`src/rtl/rxe_preamble_strip_pkg.sv`:
```
// rxe_preamble_strip_pkg: shared Ethernet preamble constants and RX strip FSM encoding
package rxe_preamble_strip_pkg;

    typedef enum logic [1:0] {
        ST_IDLE,
        ST_PRE,
        ST_DATA,
        ST_DROP
    } rx_state_t;

    localparam logic [3:0] ETH_PRE_NIBBLE = 4'h5;
    localparam logic [3:0] ETH_SFD_NIBBLE = 4'hd;

endpackage

```
`src/rtl/rxe_preamble_strip.sv`:
```
// rxe_preamble_strip: validates and removes the 0x5..0x5,0xd preamble/SFD from an RX nibble stream
module rxe_preamble_strip
    import rxe_preamble_strip_pkg::*;
#(
    parameter int MIN_PRE = 6
) (
    input  logic       i_clk,
    input  logic       i_reset_n,
    input  logic       i_ce,
    input  logic       i_en,
    input  logic       i_v,
    input  logic [3:0] i_d,
    output logic       o_v,
    output logic [3:0] o_d,
    output logic       o_sof,
    output logic       o_err
);

    localparam logic [3:0] MIN_CNT = 4'(MIN_PRE);

    rx_state_t  state, state_n;
    logic [3:0] cnt, cnt_n;
    logic       raw_prev, raw_prev_n;
    logic       v_n, sof_n, err_n;
    logic [3:0] d_n;

    // next state and output values for one nibble step; cnt stays non-zero across the SFD to mark the first payload nibble
    always_comb begin
        state_n    = state;
        cnt_n      = cnt;
        v_n        = 1'b0;
        d_n        = 4'h0;
        sof_n      = 1'b0;
        err_n      = 1'b0;
        raw_prev_n = !i_en && i_v;
        if (!i_en) begin
            state_n = ST_IDLE;
            cnt_n   = 4'h0;
            v_n     = i_v;
            d_n     = i_d;
        end else begin
            case (state)
                ST_IDLE: begin
                    if (i_v) begin
                        if (raw_prev) begin
                            state_n = ST_DROP;
                        end else if (i_d == ETH_PRE_NIBBLE) begin
                            state_n = ST_PRE;
                            cnt_n   = 4'h1;
                        end else begin
                            state_n = ST_DROP;
                            err_n   = 1'b1;
                        end
                    end
                end
                ST_PRE: begin
                    if (!i_v) begin
                        state_n = ST_IDLE;
                        cnt_n   = 4'h0;
                        err_n   = 1'b1;
                    end else if (i_d == ETH_PRE_NIBBLE) begin
                        cnt_n = (cnt == 4'hf) ? cnt : cnt + 4'h1;
                    end else if (i_d == ETH_SFD_NIBBLE && cnt >= MIN_CNT) begin
                        state_n = ST_DATA;
                    end else begin
                        state_n = ST_DROP;
                        cnt_n   = 4'h0;
                        err_n   = 1'b1;
                    end
                end
                ST_DATA: begin
                    cnt_n = 4'h0;
                    if (i_v) begin
                        v_n   = 1'b1;
                        d_n   = i_d;
                        sof_n = cnt != 4'h0;
                    end else begin
                        state_n = ST_IDLE;
                    end
                end
                ST_DROP: begin
                    if (!i_v) state_n = ST_IDLE;
                end
                default: begin
                    state_n = ST_IDLE;
                    cnt_n   = 4'h0;
                end
            endcase
        end
    end

    // state and output registers advance only on nibble-rate enable; reset wins regardless of i_ce
    always_ff @(posedge i_clk) begin
        if (!i_reset_n) begin
            state    <= ST_IDLE;
            cnt      <= 4'h0;
            raw_prev <= 1'b0;
            o_v      <= 1'b0;
            o_d      <= 4'h0;
            o_sof    <= 1'b0;
            o_err    <= 1'b0;
        end else if (i_ce) begin
            state    <= state_n;
            cnt      <= cnt_n;
            raw_prev <= raw_prev_n;
            o_v      <= v_n;
            o_d      <= d_n;
            o_sof    <= sof_n;
            o_err    <= err_n;
        end
    end

endmodule

```
`config.mk`:
```
export PLATFORM = sky130hd
export DESIGN_NAME = rxe_preamble_strip
export DESIGN_NICKNAME = d
export VERILOG_FILES = /design/src/rtl/rxe_preamble_strip_pkg.sv /design/src/rtl/rxe_preamble_strip.sv
export SDC_FILE = /design/constraint.sdc
export NUM_CORES = 1
export LEC_CHECK = 0
export CAP_MARGIN = 0
export CORE_MARGIN = 5
export CORE_UTILIZATION = 50
export CTS_CLUSTER_SIZE = 24
export DETAILED_ROUTE_END_ITERATION = 10
export GPL_TIMING_DRIVEN = 0
export PLACE_DENSITY = 0.77
export SYNTH_ARGS = -nofsm -noshare
export SYNTH_HDL_FRONTEND = slang
export SYNTH_SLANG_ARGS = --single-unit
```
`constraint.sdc`:
```
create_clock -name i_clk -period 2.3 [get_ports i_clk]
set_input_delay 0.46 -clock i_clk [delete_from_list [all_inputs] [get_ports i_clk]]
set_output_delay 0.46 -clock i_clk [all_outputs]
set_load 0.005 [all_outputs]
```
==> flow_summary_export.csv, run 1 <==
group,metric,value,unit
grt,grt_pass1_vias,832,
grt,grt-ovfl-total,0,
timing,rsz0062_at_grt,"no",
clock_tree,clkSinkCount,14,
setup_path,path_class,"input pin to register",
grt,grt_util_all_layers,16.43,%
clock_tree,cts_buffers,3,
cells_and_area,drive_gt1_share,6.557,%
timing,period_minus_slack,2.033,ns
cells_and_area,fillers,153,
synth,ys_seq_elements,14,
drt,drt_pre_antenna_iters,4,
clock_tree,post-cts-setup-buffers,0,
synth,synthesis.area,884.6,um^2
setup_path,crit_arrival,2.25,ns
synth,synth_fa_ha_area_share,8.487,%
power_and_ir_drop,total_power,0.5083,mW
drt,ant_nets,0,
cells_and_area,diodes,0,
synth,synth-xor-area-share,0,%
timing,tightest_slew,0.4861,ns
timing,drv_slew,0,
die,ioPinCount,16,
synth,yosys-mux-area-fraction,2.405,%
setup_path,cp_cell_sequence,"clkdlybuf4s50_1, and4bb_1, nand2_2, a311o_1, nor4_2, o2bb2ai_1",
placed_design,place_congestion,0.8369,
timing,finalSetupViolations,0,
synth,synth_compound_area_share,25.32,%
setup_path,crit_family,"simple AND/OR/NAND/NOR gates",
status,status,"complete, no violations",
synth,syn_inst,106,
clock_tree,holdBufCountCts,0,
placed_design,dpl_cell_area,0.001046,mm^2
synth,synth_ff_type,"dfxtp_1",
power_and_ir_drop,p_leak,0.3751,nW
synth,synth_edf_count,0,
worst_hold_path,hp-class,"register to register",
synth,syn_nets,121,
power_and_ir_drop,powerDensity,475.7,mW/mm^2
die,die_area,0.002710,mm^2
synth,async_flop_share,0,%
clock_tree,h-tree-depth,1,
cells_and_area,area_growth,20.79,%
clock_tree,clk_pin_slew,0.08,ns
synth,yosys.area_share.simple,28.01,%
drt,routed_wl,1999,um
job,cap_violations,0,
die,die_h,52.06,um
die,coreArea,0.001708,mm^2
grt,grt_pass1_wl,3367,um
power_and_ir_drop,ir_worst_vdd,287.5,uV
cells_and_area,nNetsFinal,139,
setup_path,slowest_stage,"clkdlybuf4s50_1",
timing,slew-limit-headroom,67.31,%
setup_path,crit_fanout,8,
placed_design,io_buffers,13,
clock_tree,cts_tree,"yes",
die,start_util,51.79,%
setup_path,crit_required,2.52,ns
clock_tree,clk_latency,0.28,ns
die,num_rows,15,
drt,routedWlPerCell,13.60,um
timing,fmax,492.0,MHz
synth,syn_avg_cell_area,8.345,um^2
placed_design,post-dp-hpwl,1544,um
clock_tree,cts.repair.resized,0,
synth,ys_warn_count,0,
clock_tree,clockRootBuffer,"clkbuf_4",
timing,clock_skew,0.003053,ns
drt,via_per_inst,5.585,
timing,fin_tns_setup,0,ns
drt,vias,821,
die,dieWidth,52.06,um
setup_path,crit_path_max_incr_delay,0.54,ns
setup_path,worstSetupEndpointType,"register",
drt,drt_iter0_drc,22,
drt,drc,0,
synth,synth_top_family_by_area,"simple AND/OR/NAND/NOR gates",
grt,antenna_found_initial,0,
clock_tree,clock_path_buffers,2,
grt,grt_max_degree,11,
timing,fin_crit_sh,88.37,%
synth,yosysSeqAreaShare,31.68,%
setup_path,start_kind,"input pin",
setup_path,worst-path-buf-inv,1,
cells_and_area,stdcell_area,0.001069,mm^2
synth,synth_cell_types,38,
timing,finalHoldViolCount,0,
## cells in the final DEF, fill, tap and decap left out, drive strengths merged, types with 5 or more instances in the layout
master and count:
a21oi 6, clkdlybuf4s50 13, o21ai 5, inv 5, nand2 11, nand3 5
ha 6, clkbuf 6, nor2b 9, dfxtp 14, a21boi 6
## where the power goes
part / total, mW / switching (mW) / leakage (nW) / internal, mW
logic: 0.113 / 0.0591 / 0.247 / 0.0542
registers: 0.258 / 0.00644 / 0.114 / 0.252
clock network: 0.137 / 0.0760 / 0.0138 / 0.0607
## kinds of logic after synthesis
group / Yosys count
compound gates: 32
flops: 14
simple gates: 43
fa+ha+maj: 6
mux: 2
buf+inv: 9
## final timing paths
| path | startpoint | end | slack, ns | cells after the start |
|---|---|---|---|---|
| hold / removal | o_v$_SDFFE_PN0P_ | o_v$_SDFFE_PN0P_ | 0.48 | 2 |
| setup / recovery | i_d[3] | cnt[3]$_SDFFE_PN0P_ | 0.27 | 6 |
| setup reg to reg | cnt[0]$_SDFFE_PN0P_ | cnt[3]$_SDFFE_PN0P_ | 0.47 | 7 |
| hold reg to reg | o_v$_SDFFE_PN0P_ | o_v$_SDFFE_PN0P_ | 0.48 | 2 |
## worst min-delay path: stages, from the launching register on
cell      delay (ns)
dfxtp_1         0.32
nand2b_1        0.06
a21boi_0        0.06
## state kept, by name (all words and copies together), names as in the netlist
signal    count
o_err         1
cnt           4
o_d           4
o_v           1
state         2
raw_prev      1
o_sof         1
## per-layer routing
layer	routed length, um	up-vias	GRT usage [%]
met5	0	-	0
met2	964	12	28.66
li1	-	419	-
met1	930	385	19.10
met3	72	5	4.011
met4	31	0	6.114
## synth_stat cells (2+ instances only)
library cell | number | area share (%)
dfxtp_1 | 14 | 32
nand2_1 | 10 | 4.2
nor2b_1 | 9 | 6.4
a21oi_1 | 6 | 3.4
ha_1 | 6 | 8.5
a21boi_0 | 5 | 4.2
inv_1 | 5 | 2.1
nand3_1 | 5 | 2.8
o21ai_0 | 5 | 2.8
nor2_1 | 4 | 1.7
nand2b_1 | 3 | 2.1
o211ai_1 | 3 | 2.5
a311o_1 | 2 | 2.3
a311oi_1 | 2 | 2.0
a31oi_1 | 2 | 1.4
clkbuf_1 | 2 | 0.85
nand3b_1 | 2 | 1.7
## area by class of cell
class	count	area, um^2	share of cell area [%]
Buffer	4	17.52	1.639
Sequential cell	14	280.3	26.23
Timing Repair Buffer	13	130.1	12.18
Clock buffer	3	22.52	2.108
Tap cell	25	31.28	2.927
Multi-Input combinational cell	83	568.0	53.16
Inverter	5	18.77	1.756
## stage by stage
step,util (%),setup slack [ns],hold slack (ns),cells
after global routing,62.56,0.1433,0.5279,147
after detailed placement,61.25,-0.006622,0.4744,144
after CTS,62.56,0.2735,0.4880,147
final,62.56,0.2674,0.4822,147
after floorplan,-,0.6524,0.4504,106
after global placement,61.25,0.01915,0.4652,144
No activity file was read; power rests on OpenSTA's default activity.
==> run 2: changes to the inputs <==
Settings changed: MAX_ROUTING_LAYER set to met4.
==> run 2 against run 1 <==
- sequential share of layout area unchanged
- count of clock-buffer cells in the layout unchanged
- register-to-register slack hardly changed
- largest cell class unchanged
- highest routed layer unchanged
==> flow_summary_export.csv, run 2 (synthesized netlist as in run 1, its figures left out) <==
group,metric,value,unit
clock_tree,clk_pin_slew,0.08,ns
cells_and_area,area_growth,20.79,%
die,start_util,51.79,%
power_and_ir_drop,p_sw,0.1418,mW
die,num_rows,15,
drt,drc,0,
power_and_ir_drop,p_leak,0.3751,nW
die,die_area,0.002710,mm^2
placed_design,place_congestion,0.8498,
cells_and_area,diodes,0,
placed_design,post-dp-hpwl,1544,um
setup_path,cp_cell_sequence,"clkdlybuf4s50_1, and4bb_1, nand2_2, a311o_1, nor4_2, o2bb2ai_1",
cells_and_area,finish.utilization,62.56,%
clock_tree,cts_buffers,3,
grt,grt_max_degree,11,
die,dieWidth,52.06,um
setup_path,crit_fanout,8,
grt,antenna_found_initial,0,
drt,via_per_inst,5.571,
cells_and_area,layout_common_cells,"dfxtp_1 (14), clkdlybuf4s50_1 (13), nand2_1 (10), nor2b_1 (9)",
cells_and_area,reg.largest.list,"cnt (4), o_d (4), state (2)",
setup_path,crit_required,2.52,ns
power_and_ir_drop,internal_power,0.3669,mW
timing,period_minus_slack,2.031,ns
grt,grt_pass1_wl,3367,um
setup_path,crit_path_max_incr_delay,0.54,ns
drt,met3WireLength,73,um
timing,slew-limit-headroom,67.31,%
drt,routed_wl,1998,um
timing,clock_skew,0.003022,ns
die,coreArea,0.001708,mm^2
job,cap_violations,0,
cells_and_area,fin_cells,147,
power_and_ir_drop,powerDensity,476.0,mW/mm^2
clock_tree,clockRootBuffer,"clkbuf_4",
timing,setup_ws,0.2688,ns
timing,timing.hold.ws,0.4822,ns
status,status,"complete, no violations",
grt,grt_util_all_layers,16.85,%
die,ioPinCount,16,
clock_tree,h-tree-depth,1,
setup_path,slowest_stage,"clkdlybuf4s50_1",
power_and_ir_drop,p_comb_share,22.3,%
clock_tree,holdBufCountCts,0,
placed_design,dp.cells,144,
clock_tree,clkSinkCount,14,
placed_design,io_buffers,13,
clock_tree,clk_latency,0.28,ns
placed_design,dp_slack,-0.006622,ns
timing,finalHoldViolCount,0,
cells_and_area,nNetsFinal,139,
grt,grt-ovfl-total,0,
setup_path,crit_family,"simple AND/OR/NAND/NOR gates",
drt,ant_nets,0,
drt,route.met2.wl,958,um
timing,fmax,492.3,MHz
clock_tree,post-cts-setup-buffers,0,
power_and_ir_drop,sequentialPowerShare,50.8,%
drt,vias,819,
drt,dr.max_layer_used,"met4",
clock_tree,cts_tree,"yes",
clock_tree,clock_path_buffers,2,
power_and_ir_drop,swShare,27.87,%
drt,wl_met1,936,um
setup_path,path_class,"input pin to register",
timing,tightest_slew,0.4861,ns
cells_and_area,drive_gt1_share,6.557,%
timing,rsz0062_at_grt,"no",
worst_hold_path,hp-class,"register to register",
setup_path,start_kind,"input pin",
die,die_h,52.06,um
setup_path,worstSetupEndpointType,"register",
power_and_ir_drop,power_frac_clock,26.9,%
timing,drv_slew,0,
drt,routedWlPerCell,13.59,um
timing,finalSetupViolations,0,
power_and_ir_drop,ir_worst_vdd,287.5,uV
power_and_ir_drop,total_power,0.5087,mW
timing,fin_crit_sh,88.31,%
clock_tree,cts.repair.resized,0,
cells_and_area,final_common_cell,"dfxtp_1",
setup_path,crit_arrival,2.25,ns
setup_path,worst-path-buf-inv,1,
grt,grt_pass1_vias,831,
drt,drt_pre_antenna_iters,4,
drt,drt_iter0_drc,22,
[run 2: cell counts in the layout (fill, tap and decap cells not counted)]
Identical to the previous run, type by type.
[run 2: layer usage]
layer | vias to the layer above | global-route usage (%)
met4 | 0 | 6.114
met3 | 5 | 4.011
met1 | 383 | 19.10
met2 | 12 | 28.66
li1 | 419 | -
met5 | - | -
[run 2: path summary, 6_finish.rpt]
path / start / endpoint / slack [ns] / cells past startpoint
max reg2reg: cnt[0]$_SDFFE_PN0P_ / cnt[3]$_SDFFE_PN0P_ / 0.47 / 7
min: o_v$_SDFFE_PN0P_ / o_v$_SDFFE_PN0P_ / 0.48 / 2
max: i_d[3] / cnt[3]$_SDFFE_PN0P_ / 0.27 / 6
min reg2reg: o_v$_SDFFE_PN0P_ / o_v$_SDFFE_PN0P_ / 0.48 / 2
[run 2: cell type report]
cell class	instances	area, um^2
Sequential cell	14	280.3
Inverter	5	18.77
Fill cell	153	639.4
Multi-Input combinational cell	83	568.0
Tap cell	25	31.28
Clock buffer	3	22.52
Buffer	4	17.52
Timing Repair Buffer	13	130.1
[run 2: worst min-delay path, stage by stage, from the launching register on]
cell and delay (ns):
dfxtp_1 0.32, nand2b_1 0.06, a21boi_0 0.06
[run 2: metrics by stage]
stage | instance area (um^2) | setup TNS [ns]
after detailed placement | 1046 | -0.006622
after floorplan | 884.6 | 0
after global routing | 1069 | 0
after CTS | 1069 | 0
final | 1069 | 0
after global placement | 1046 | 0
[run 2: power groups by stage]
stage / clock [mW] / combinational [mW] / sequential [mW]
finish: 0.137 / 0.113 / 0.258
global route: 0.152 / 0.126 / 0.260
CTS: 0.142 / 0.113 / 0.258
detailed placement: 0 / 0.112 / 0.264
global placement: 0 / 0.110 / 0.263
floorplan: 0 / 0.0706 / 0.263
==> run 3: changes to the inputs <==
Settings changed: GPL_ROUTABILITY_DRIVEN set to 0, PLACE_DENSITY 0.77 to unset, PLACE_DENSITY_LB_ADDON set to 0.05.
==> run 3 against run 2 <==
- worst hold slack improved by 0.0019 ns
- setup slack got worse by 0.0037 ns
- combinational power barely moved
- non-clock buffer count did not move
- cell count rose by 0.68%
- die area did not move
- clock skew barely moved
- critical path type unchanged
- global-route usage rose by 0.99 points
- largest power group unchanged
- flip-flop and latch count did not move
- total power rose by 8.0%
==> flow_summary_export.csv, run 3 (synthesized netlist as in run 1, its figures left out) <==
group,metric,value,unit
drt,routedWlPerCell,14.23,um
grt,grt_max_degree,11,
die,dieWidth,52.06,um
status,status,"complete, no violations",
drt,via_per_inst,5.757,
cells_and_area,ff_latch_area,280.3,um^2
cells_and_area,final_common_cell,"dfxtp_1",
placed_design,io_buffers,13,
timing,period_minus_slack,2.035,ns
cells_and_area,drive_gt1_share,7.317,%
cells_and_area,reg.largest.list,"cnt (4), o_d (4), state (2)",
clock_tree,clkSinkCount,14,
cells_and_area,multi_input_area,568.0,um^2
power_and_ir_drop,p_leak,0.3822,nW
clock_tree,clockRootBuffer,"clkbuf_4",
clock_tree,post-cts-setup-buffers,0,
die,start_util,51.79,%
drt,drt_pre_antenna_iters,4,
drt,drc,0,
grt,antenna_found_initial,0,
placed_design,post-dp-hpwl,1579,um
die,ioPinCount,16,
cells_and_area,fillers,152,
setup_path,slowest_stage,"clkdlybuf4s50_1",
timing,fin_tns_setup,0,ns
setup_path,crit_family,"simple AND/OR/NAND/NOR gates",
power_and_ir_drop,ir_worst_vdd,355.2,uV
setup_path,crit_required,2.51,ns
clock_tree,clk_latency,0.28,ns
timing,clock_skew,0.003171,ns
setup_path,cp_cell_sequence,"clkdlybuf4s50_1, and4bb_1, nand2_2, a311o_1, nor4_2, o2bb2ai_1",
timing,drv_slew,0,
clock_tree,cts.repair.resized,0,
timing,fmax,491.4,MHz
drt,ant_nets,0,
clock_tree,cts_tree,"yes",
setup_path,crit_path_max_incr_delay,0.55,ns
cells_and_area,nNetsFinal,139,
timing,rsz0062_at_grt,"no",
grt,grt_util_all_layers,17.84,%
cells_and_area,area_growth,22.35,%
cells_and_area,diodes,0,
die,num_rows,15,
drt,drt_iter0_drc,40,
timing,slew-limit-headroom,66.62,%
timing,finalHoldViolCount,0,
power_and_ir_drop,powerDensity,507.5,mW/mm^2
worst_hold_path,hp-class,"register to register",
die,die_h,52.06,um
setup_path,crit_fanout,8,
placed_design,dpl_cell_area,0.001046,mm^2
drt,vias,852,
setup_path,start_kind,"input pin",
grt,grt_pass1_vias,769,
setup_path,crit_arrival,2.25,ns
setup_path,worstSetupEndpointType,"register",
clock_tree,clock_path_buffers,2,
drt,routed_wl,2106,um
clock_tree,holdBufCountCts,0,
timing,finalSetupViolations,0,
clock_tree,h-tree-depth,1,
die,coreArea,0.001708,mm^2
setup_path,path_class,"input pin to register",
grt,grt_pass1_wl,3512,um
cells_and_area,stdcell_area,0.001082,mm^2
die,die_area,0.002710,mm^2
job,cap_violations,0,
clock_tree,clk_pin_slew,0.09,ns
timing,fin_crit_sh,88.47,%
grt,grt-ovfl-total,0,
setup_path,worst-path-buf-inv,1,
timing,tightest_slew,0.4963,ns
cells_and_area,layout_common_cells,"dfxtp_1 (14), clkdlybuf4s50_1 (13), nand2_1 (10), nor2b_1 (9)",
clock_tree,cts_buffers,3,
-- run 3: changes by cell type in the layout (fill, tap and decap cells not counted) --
cell      before  now
clkbuf_8       0    1
-- run 3: cell type report --
type / instances / area share [%]
repair buffers: 13 / 12.02
inverters: 5 / 1.734
well taps: 25 / 2.890
plain buffers: 4 / 1.618
multi-input cells: 83 / 52.49
clock buffers: 4 / 3.353
flip-flops and latches: 14 / 25.90
-- run 3: report_power, final --
part           leakage (nW)  total [mW]  switching [mW]  internal (mW)
Sequential            0.114       0.258         0.00636          0.252
Combinational         0.247       0.115          0.0605         0.0544
Clock                0.0210       0.176          0.0797         0.0963
-- run 3: stage by stage --
step	hold WS (ns)	setup WS [ns]	cells	total power, mW	utilization [%]
final	0.4841	0.2651	148	0.5493	63.37
after floorplan	0.4504	0.6524	106	0.3339	-
after detailed placement	0.4744	-0.003993	144	0.3772	61.25
after global routing	0.4984	0.1362	148	0.5884	63.37
after CTS	0.4870	0.2907	148	0.5587	63.37
after global placement	0.4620	0.009474	144	0.3747	61.25
-- run 3: tightest hold or removal path, cell delays in order (launching register included) --
cell      delay, ns
dfxtp_1        0.32
nand2b_1       0.06
a21boi_0       0.06
-- run 3: final timing paths --
path	start	endpoint	slack [ns]	cells after the start
max	i_d[3]	cnt[3]$_SDFFE_PN0P_	0.27	6
min	o_v$_SDFFE_PN0P_	o_v$_SDFFE_PN0P_	0.48	2
max reg2reg	cnt[0]$_SDFFE_PN0P_	cnt[3]$_SDFFE_PN0P_	0.43	7
min reg2reg	o_v$_SDFFE_PN0P_	o_v$_SDFFE_PN0P_	0.48	2
-- run 3: routing by layer --
metal | vias up | track usage [%] | part of all wire [%]
met3 | 2 | 3.438 | 3.8
met2 | 21 | 28.45 | 48
li1 | 420 | - | -
met5 | - | - | 0
met1 | 409 | 21.74 | 47
met4 | 0 | 7.860 | 0.66
